[src/rtl/joy_serial_reader.sv]
// Scans two DB9 joysticks through an external 74HC165 chain: parallel load, then
// 16 serial bits, latched into the joystick outputs once per frame.
module joy_serial_reader #(
    parameter int CLKDIV = 4
) (
    input  logic       clk,
    input  logic       rst_n,
    input  logic       enable,
    output logic       joy_load_n,
    output logic       joy_clk,
    input  logic       joy_data,
    output logic [5:0] db9joy1_out,
    output logic [5:0] db9joy2_out,
    output logic       absent,
    output logic       busy,
    output logic       frame_done
);

    typedef enum logic [2:0] {
        IDLE,
        LOAD,
        SHIFT_LO,
        SHIFT_HI,
        LATCH
    } state_t;

    state_t      state;
    state_t      state_next;
    logic [7:0]  phase;
    logic [3:0]  bit_cnt;
    logic [15:0] sr;
    logic        phase_last;

    assign phase_last = (phase == 8'(CLKDIV - 1));
    assign busy       = (state != IDLE);

    always_comb begin
        state_next = state;
        case (state)
            IDLE:     if (enable) state_next = LOAD;
            LOAD:     if (phase_last) state_next = SHIFT_LO;
            SHIFT_LO: if (phase_last) state_next = SHIFT_HI;
            SHIFT_HI: if (phase_last) state_next = (bit_cnt == 4'd15) ? LATCH : SHIFT_LO;
            LATCH:    state_next = enable ? LOAD : IDLE;
            default:  state_next = IDLE;
        endcase
    end

    // Strobes are registered from the next state so the pins align with the state register.
    always_ff @(posedge clk) begin
        if (!rst_n) begin
            state       <= IDLE;
            phase       <= 8'd0;
            bit_cnt     <= 4'd0;
            sr          <= 16'h0000;
            joy_load_n  <= 1'b1;
            joy_clk     <= 1'b0;
            db9joy1_out <= 6'h3F;
            db9joy2_out <= 6'h3F;
            absent      <= 1'b0;
            frame_done  <= 1'b0;
        end else begin
            state      <= state_next;
            joy_load_n <= (state_next != LOAD);
            joy_clk    <= (state_next == SHIFT_HI);
            frame_done <= (state_next == LATCH);

            if (state_next != state || state == IDLE || state == LATCH) begin
                phase <= 8'd0;
            end else begin
                phase <= phase + 8'd1;
            end

            if (state == LOAD) begin
                bit_cnt <= 4'd0;
            end else if (state == SHIFT_HI && phase_last && bit_cnt != 4'd15) begin
                bit_cnt <= bit_cnt + 4'd1;
            end

            if (state == SHIFT_LO && phase_last) begin
                sr <= {sr[14:0], joy_data};
            end

            // sr is complete once the last SHIFT_HI ends; publish on the way into LATCH.
            if (state_next == LATCH) begin
                if (sr == 16'h0000) begin
                    db9joy1_out <= 6'h3F;
                    db9joy2_out <= 6'h3F;
                    absent      <= 1'b1;
                end else begin
                    db9joy1_out <= sr[15:10];
                    db9joy2_out <= sr[7:2];
                    absent      <= 1'b0;
                end
            end
        end
    end

endmodule

[config.mk]
export PLATFORM = sky130hd
export DESIGN_NAME = joy_serial_reader
export DESIGN_NICKNAME = d
export VERILOG_FILES = /design/src/rtl/joy_serial_reader.sv
export SDC_FILE = /design/constraint.sdc
export NUM_CORES = 1
export LEC_CHECK = 0
export ABC_AREA = 1
export CORE_MARGIN = 2
export CORE_UTILIZATION = 52
export DETAILED_ROUTE_END_ITERATION = 7
export PLACE_DENSITY = 0.74
export SYNTH_ARGS = -nofsm -noshare
export SYNTH_HDL_FRONTEND = slang
export SYNTH_SLANG_ARGS = --single-unit
[constraint.sdc]
create_clock -name clk -period 4.9 [get_ports clk]
set_clock_uncertainty 0.2 [all_clocks]
set_input_delay 0.735 -clock clk [delete_from_list [all_inputs] [get_ports clk]]
set_output_delay 0.735 -clock clk [all_outputs]
set_load 0.02 [all_outputs]
### Word-level counts from Yosys, hierarchy flattened

Index checks and enable logic that the tools add are counted.

* register bits: 47
* bits of input ports: 4
* logic and storage cells: 44

* $add $sub $neg: 2
* equal/unequal tests: 11
* multiplexer cells: 10
* bitwise gates (word level): 1
* reductions and logical operators: 10

Operators by type and width (count)
* $logic_not 16->1: 1
* $mux 3: 5
* $pmux 3 s5: 1
* $mux 6: 2
* $eq 3x2->1 const B: 3
* $add 8x1->8 const B: 1
* $eq 8x2->1 const B: 1
* $eq 3x3->1 const B: 2
* $add 4x1->4 const B: 1
* $eq 4x4->1 const B: 1
* $ne 4x4->1 const B: 1
* $reduce_or 2->1: 2
* $eq 3x1->1 const B: 1
* $logic_and 1x1->1: 3
* $logic_not 3->1: 1
* $ne 3x1->1 const B: 1
* $ne 3x3->1: 1
* $reduce_bool 3->1: 1
* $logic_or 1x1->1: 2
* $mux 1: 2
* $not 1->1: 1

### Depth between registers and ports, before layout

Gate-level depths: netlist (run 1).

* depth in word-level cells: 8
* mapped depth: 10

### Least setup slack after synthesis (run 1)

OpenSTA, ideal clock, no wires.

* path kind: input-to-reg
* start point: input port rst_n
* end point: register sr[14]
* arrival time: 1412 ps
* data required time: 4630 ps
* path slack: 3218 ps
* stages on the path: 4
* buffers on the path: 2
* path through: clkbuf_1 -> clkbuf_1 -> o21ai_0 -> a21oi_1

RTL lines
* start: declaration: RTL line 7 `input logic rst_n,`
* end signal: assignment: RTL line 81 `sr <= {sr[14:0], joy_data};`
* end: declaration: RTL line 31 `logic [15:0] sr;`

### Worst setup path after layout (run 1)

* start point: register state[0]
* end point: output port busy

* word-level cells in the longest chain between the ends: 1

Ends and longest elaborated chain
* start: declaration: RTL line 27 `state_t state;`
* start signal: assignment: RTL line 63 `state <= state_next;`
* $reduce_bool 3->1: RTL line 35 `assign busy = (state != IDLE);`
* end: declaration: RTL line 15 `output logic busy,`

Every way passes these cells.

==> reports/qor.yml, run 1 <==
cts.hold.buffers_added: 0
crit_slowest_cell: "clkdlybuf4s50_1"
row_count: 22
yosys_warnings: 0
die_h_um: 65.05
cts.sink_count: 47
cp_slowest_stage_delay_ns: 0.60
grt-ovfl-total: 0
nets: 268
ant_nets: 0
num_io_pins: 21
cts_made_buffers: 5
crit_required_ns: 3.96
dieWidth_um: 65.05
worstMarginPinSlew_ns: 0.5867
ir_worst_vdd_uv: 180.9
finalSetupTns_ns: 0
cts_buffer_depth: 2
cap_viol_max_count: 0
fmax_ghz: 0.4120
routed_wl_um: 3429
hpwl_um: 2434
synth.distinct_cells: 28
cp.arrival_ns: 1.49
grt_pass1_wl_um: 6196
synthCells: 244
worst-setup-path-type: "flip-flop to primary output"
relSlewSlack_pct: 60.77
status: "finished clean"
min_period_over_period_pct: 49.53
cts_setup_buffers: 0
post_drt_wl_per_cell_um: 11.03
hold_violations: 0
ctsRootBufferMaster: "clkbuf_8"
slew_viol_final: 0
htree_levels: 2
drt-initial-drc-count: 96
ys_seq_area_share_pct: 48.55
synthToLayoutAreaGrowth_pct: 14.72
synth.area.top_cells: "dfxtp_1 49%, nand2_1 8.1%, a21oi_1 6.2%"
synth_top_area_cell: "dfxtp_1"
diodes: 0
power.leakage_nw: 0.8364
drc: 0
start_kind: "flip-flop"
postLayoutCoreUtil_pct: 61.19
place.gp.congestion: 0.8058
vias_per_cell: 4.875
core_um2: 3633
drive_gt1_share_pct: 12.17
clkSlewWorstSetupHoldPaths_ns: 0.08
syn_area_um2: 1938
synth_top_cell_area_share_pct: 48.55
clk_latency_ns: 0.29
crit_chain: "nor2_1 > nand2_1 > clkdlybuf4s50_1"
vias: 1516
finalSetupViolCount: 0
syn-num-nets: 250
critPathMaxFanout: 6
fin_crit_ns: 2.427
end_kind: "primary output"
first_global_vias: 1393
hp-class: "flip-flop to flip-flop"
grt_max_degree: 24
ys_seq_elements: 47
dr.pass1.iters: 4
start_util_pct: 53.34
grt_use_total_pct: 18.85
fillCellCount: 351
die-area_um2: 4232
portBuffers: 20
power_density_nw_per_um2: 293.6
cts_resized: 0
synth_area_per_cell_um2: 7.943
antenna_found_initial: 0
grt_setup_unrepaired: "false"
cts_tree: "built"
==> final timing paths <==
path / startpoint / endpoint / slack, ns / depth (start not counted)
worst max-delay path: state[0] / busy / 2.47 / 3
worst max register to register: phase[0] / joy_load_n / 2.74 / 10
worst min-delay path: sr[9] / sr[10] / 0.27 / 2
worst min register to register: sr[9] / sr[10] / 0.27 / 2
==> logic make-up (layout without fill, tap and decap cells) <==
group	count (synthesis)	in the layout	share of synthesized area (%)
AOI/OAI and AO/OA	52	52	13.95
xor gates and xnor gates	8	8	3.615
adders and majority gates	2	2	1.291
buffers and inverters	32	51	7.359
DFF	47	47	48.55
and+or+nand+nor	103	103	25.24
==> layout make-up <==
| cell class | count | area [µm²] | share of cell area [%] |
|---|---|---|---|
| Clock buffer | 7 | 76.32 | 3.433 |
| Clock inverter | 1 | 5.005 | 0.2251 |
| Inverter | 23 | 86.33 | 3.883 |
| Multi-Input combinational cell | 165 | 854.6 | 38.44 |
| Sequential cell | 47 | 940.9 | 42.32 |
| Tap cell | 48 | 60.06 | 2.701 |
| Timing Repair Buffer | 20 | 200.2 | 9.004 |
==> stage by stage <==
stage | hold slack, ns | cells | setup slack [ns] | power [W] | area (µm²)
after floorplan | 0.2276 | 244 | 3.218 | 0.0004267 | 1938
after global placement | 0.2426 | 303 | 2.268 | 0.0004397 | 2142
after detailed placement | 0.2634 | 303 | 2.223 | 0.0004407 | 2142
after CTS | 0.2758 | 311 | 2.463 | 0.0006598 | 2223
after global routing | 0.2962 | 311 | 2.374 | 0.0006801 | 2223
final | 0.2711 | 311 | 2.473 | 0.0006528 | 2223
==> placed cells by master (no fill, tap or decap) <==
| cell type | n |
|---|---|
| dfxtp_1 | 47 |
| nand2_1 | 42 |
| nor2_1 | 25 |
| a21oi_1 | 24 |
| clkdlybuf4s50_1 | 20 |
| inv_1 | 18 |
| o21ai_0 | 17 |
| nand3_1 | 13 |
| nor2_2 | 11 |
| o21ai_1 | 8 |
| xor2_1 | 6 |
| inv_2 | 5 |
| clkbuf_8 | 5 |
| nand3_2 | 4 |
| nand4_1 | 2 |
| a21oi_2 | 2 |
| nand2_4 | 2 |
| xnor2_1 | 2 |
| ha_1 | 2 |
| clkbuf_1 | 2 |
| nor3_1 | 1 |
| nor2_4 | 1 |
| o21bai_1 | 1 |
| nand2_2 | 1 |
| or2_0 | 1 |
| clkinv_2 | 1 |
==> worst max-delay path, delay by kind of cell, from the launching register on <==
kind	cells	cell delay [ns]
buf+inv	1	0.60
flops	1	0.43
simple gates	2	0.17
==> synthesized netlist by cell type (all sizes together) <==
| cell | n |
|---|---|
| nand2 | 45 |
| a21oi | 26 |
| or2 | 1 |
| nor2 | 37 |
| xnor2 | 2 |
| nand3 | 17 |
| o21bai | 1 |
| xor2 | 6 |
| clkbuf | 3 |
| inv | 23 |
| dfxtp | 47 |
| buf | 6 |
| nor3 | 1 |
| ha | 2 |
| nand4 | 2 |
| o21ai | 25 |
==> per-layer routing <==
layer	track usage, %	up-vias	part of all wire [%]
met4	4.688	0	0.96
met2	28.35	26	43
li1	-	817	-
met3	5.729	5	3.8
met5	0	-	0
met1	26.51	668	52
==> flip-flops by register name (all words and copies together) (netlist names) <==
name and count:
state 3, sr 16, joy_load_n 1, db9joy1_out 6, joy_clk 1, db9joy2_out 6
frame_done 1, absent 1, bit_cnt 4, phase 8
==> power breakdown <==
part	switching [W]	internal, W	total, W
registers	0.00000326	0.000386	0.000389
clock network	0.000121	0.000100	0.000221
logic	0.0000270	0.0000154	0.0000424
total	0.000151	0.000501	0.000653
Power figures use the tool's default switching activity.
==> run 2: changes to the inputs <==
- CORE_UTILIZATION: 52 -> 49
- clock period: 4.9 -> 2.21 ns (I/O delays scaled with it)
==> run 2 against run 1 <==
  * Non-clock buffer count increased by 4
  * Final cell count is 1.3% higher
  * First-iteration DRC count unchanged
  * Sequential power is 120% higher
  * Final area rose by 3.7%
  * Setup slack got worse by 2.3 ns
  * Sequential share of layout area fell by 1.5 points
  * Flip-flop and latch count unchanged
  * Die area grew 5.7%
  * Critical path type unchanged
  * Largest cell class unchanged
  * Largest power group unchanged
==> reports/qor.yml, run 2 (same netlist as run 1, synthesis figures left out) <==
die-area_um2: 4474
cts_buffer_depth: 2
dp_cells: 307
dr.pass1.iters: 4
htree_levels: 2
drt-met1-wl_um: 1789
power.leakage_nw: 0.8775
cts_made_buffers: 5
clkSlewWorstSetupHoldPaths_ns: 0.08
diodes: 0
worstMarginPinSlew_ns: 0.5189
synthToLayoutAreaGrowth_pct: 18.92
cts_setup_buffers: 0
drt-initial-drc-count: 96
top_regs: "sr: 16 flops, phase: 8 flops"
seqPwrFrac_pct: 51.0
swShare_pct: 20.60
end_kind: "primary output"
clk_latency_ns: 0.30
row_count: 22
wl_met2_um: 1698
ant_nets: 0
antenna_found_initial: 0
vias_per_cell: 5.044
grt_pass1_wl_um: 6596
relSlewSlack_pct: 65.14
cts_tree: "built"
cp.arrival_ns: 1.51
p_switching_w: 0.0003486
crit_required_ns: 1.68
place.gp.congestion: 0.8308
hp-class: "flip-flop to flip-flop"
slew_viol_final: 0
cts_resized: 0
comb_power_share_pct: 5.9
grt_max_degree: 22
final_common_cell: "dfxtp_1"
min_period_over_period_pct: 92.52
internal_power_w: 0.001344
top_layer: "met4"
portBuffers: 20
vias: 1589
hpwl_um: 2617
cap_viol_max_count: 0
nets: 272
ir_worst_vdd_uv: 560.2
post_drt_wl_per_cell_um: 11.87
final_cells: 315
worst-setup-path-type: "flip-flop to primary output"
cp_slowest_stage_delay_ns: 0.59
drive_gt1_share_pct: 13.86
fin_crit_ns: 2.045
power_density_nw_per_um2: 734.4
fmax_ghz: 0.4891
critPathMaxFanout: 6
first_global_vias: 1456
crit_chain: "nor2_1 > nand2_1 > clkdlybuf4s50_1"
hold_violations: 0
grt_setup_unrepaired: "false"
cts.hold.buffers_added: 0
finalSetupTns_ns: 0
die_h_um: 66.89
grt-ovfl-total: 0
postLayoutCoreUtil_pct: 61.56
clockPowerShare_pct: 43.1
regMostFlops: "sr"
start_kind: "flip-flop"
crit_slowest_cell: "clkdlybuf4s50_1"
num_io_pins: 21
final_cell_mix: "47 x dfxtp_1, 42 x nand2_1, 25 x nor2_1"
start_util_pct: 51.77
cts.sink_count: 47
largest_reg_flops: 16
grt_use_total_pct: 19.89
dieWidth_um: 66.89
power.total_w: 0.001693
ctsRootBufferMaster: "clkbuf_8"
drc: 0
core_um2: 3744
status: "finished clean"
finalSetupViolCount: 0
routed_wl_um: 3740
wl_met3_um: 169
[run 2: changes by cell type in the layout (fill, tap and decap cells not counted), sizes merged]
cell,previous run,this run
clkbuf,7,6
buf,0,4
clkinv,1,0
bufinv,0,2
[run 2: final cells by class]
class	count	area, µm²
fillers	359	1439
flip-flops and latches	47	940.9
multi-input cells	165	854.6
repair buffers	24	230.2
inverters	23	86.33
clock buffers	6	72.57
clock inverters	2	60.06
well taps	48	60.06
[run 2: through the flow]
step | cell area, µm² | hold WS (ns) | setup slack (ns)
floorplan | 1938 | 0.2276 | 0.5797
global placement | 2172 | 0.2400 | 0.4580
detailed placement | 2172 | 0.2578 | 0.3536
CTS | 2305 | 0.2741 | 0.1651
global route | 2305 | 0.2878 | 0.08581
finish | 2305 | 0.2713 | 0.1653
[run 2: path summary, 6_finish.rpt]
| path | start | to | slack (ns) | cells past startpoint |
|---|---|---|---|---|
| max | state[0] | busy | 0.17 | 3 |
| min | sr[9] | sr[9] | 0.27 | 2 |
| max reg2reg | phase[0] | db9joy2_out[0] | 0.34 | 8 |
| min reg2reg | sr[9] | sr[9] | 0.27 | 2 |
[run 2: worst max-delay path: cells and delay by family, from the launching register on]
kind	cells	cell delay (ns)
buffers and inverters	1	0.59
AND/OR/NAND/NOR	2	0.17
flip-flops	1	0.45
[run 2: power groups by stage]
stage          sequential (W)  combinational, W  clock (W)
2_1_floorplan        0.000886         0.0000605          0
3_3_place_gp         0.000882         0.0000967          0
3_5_place_dp         0.000883         0.0000973          0
4_1_cts              0.000864          0.000100   0.000751
5_1_grt              0.000865          0.000111   0.000780
6_report             0.000864         0.0000995   0.000729
[run 2: routing by layer]
layer,GRT usage [%],vias up
li1,-,826
met2,30.38,34
met5,0,-
met1,25.76,722
met4,11.22,0
met3,4.392,7
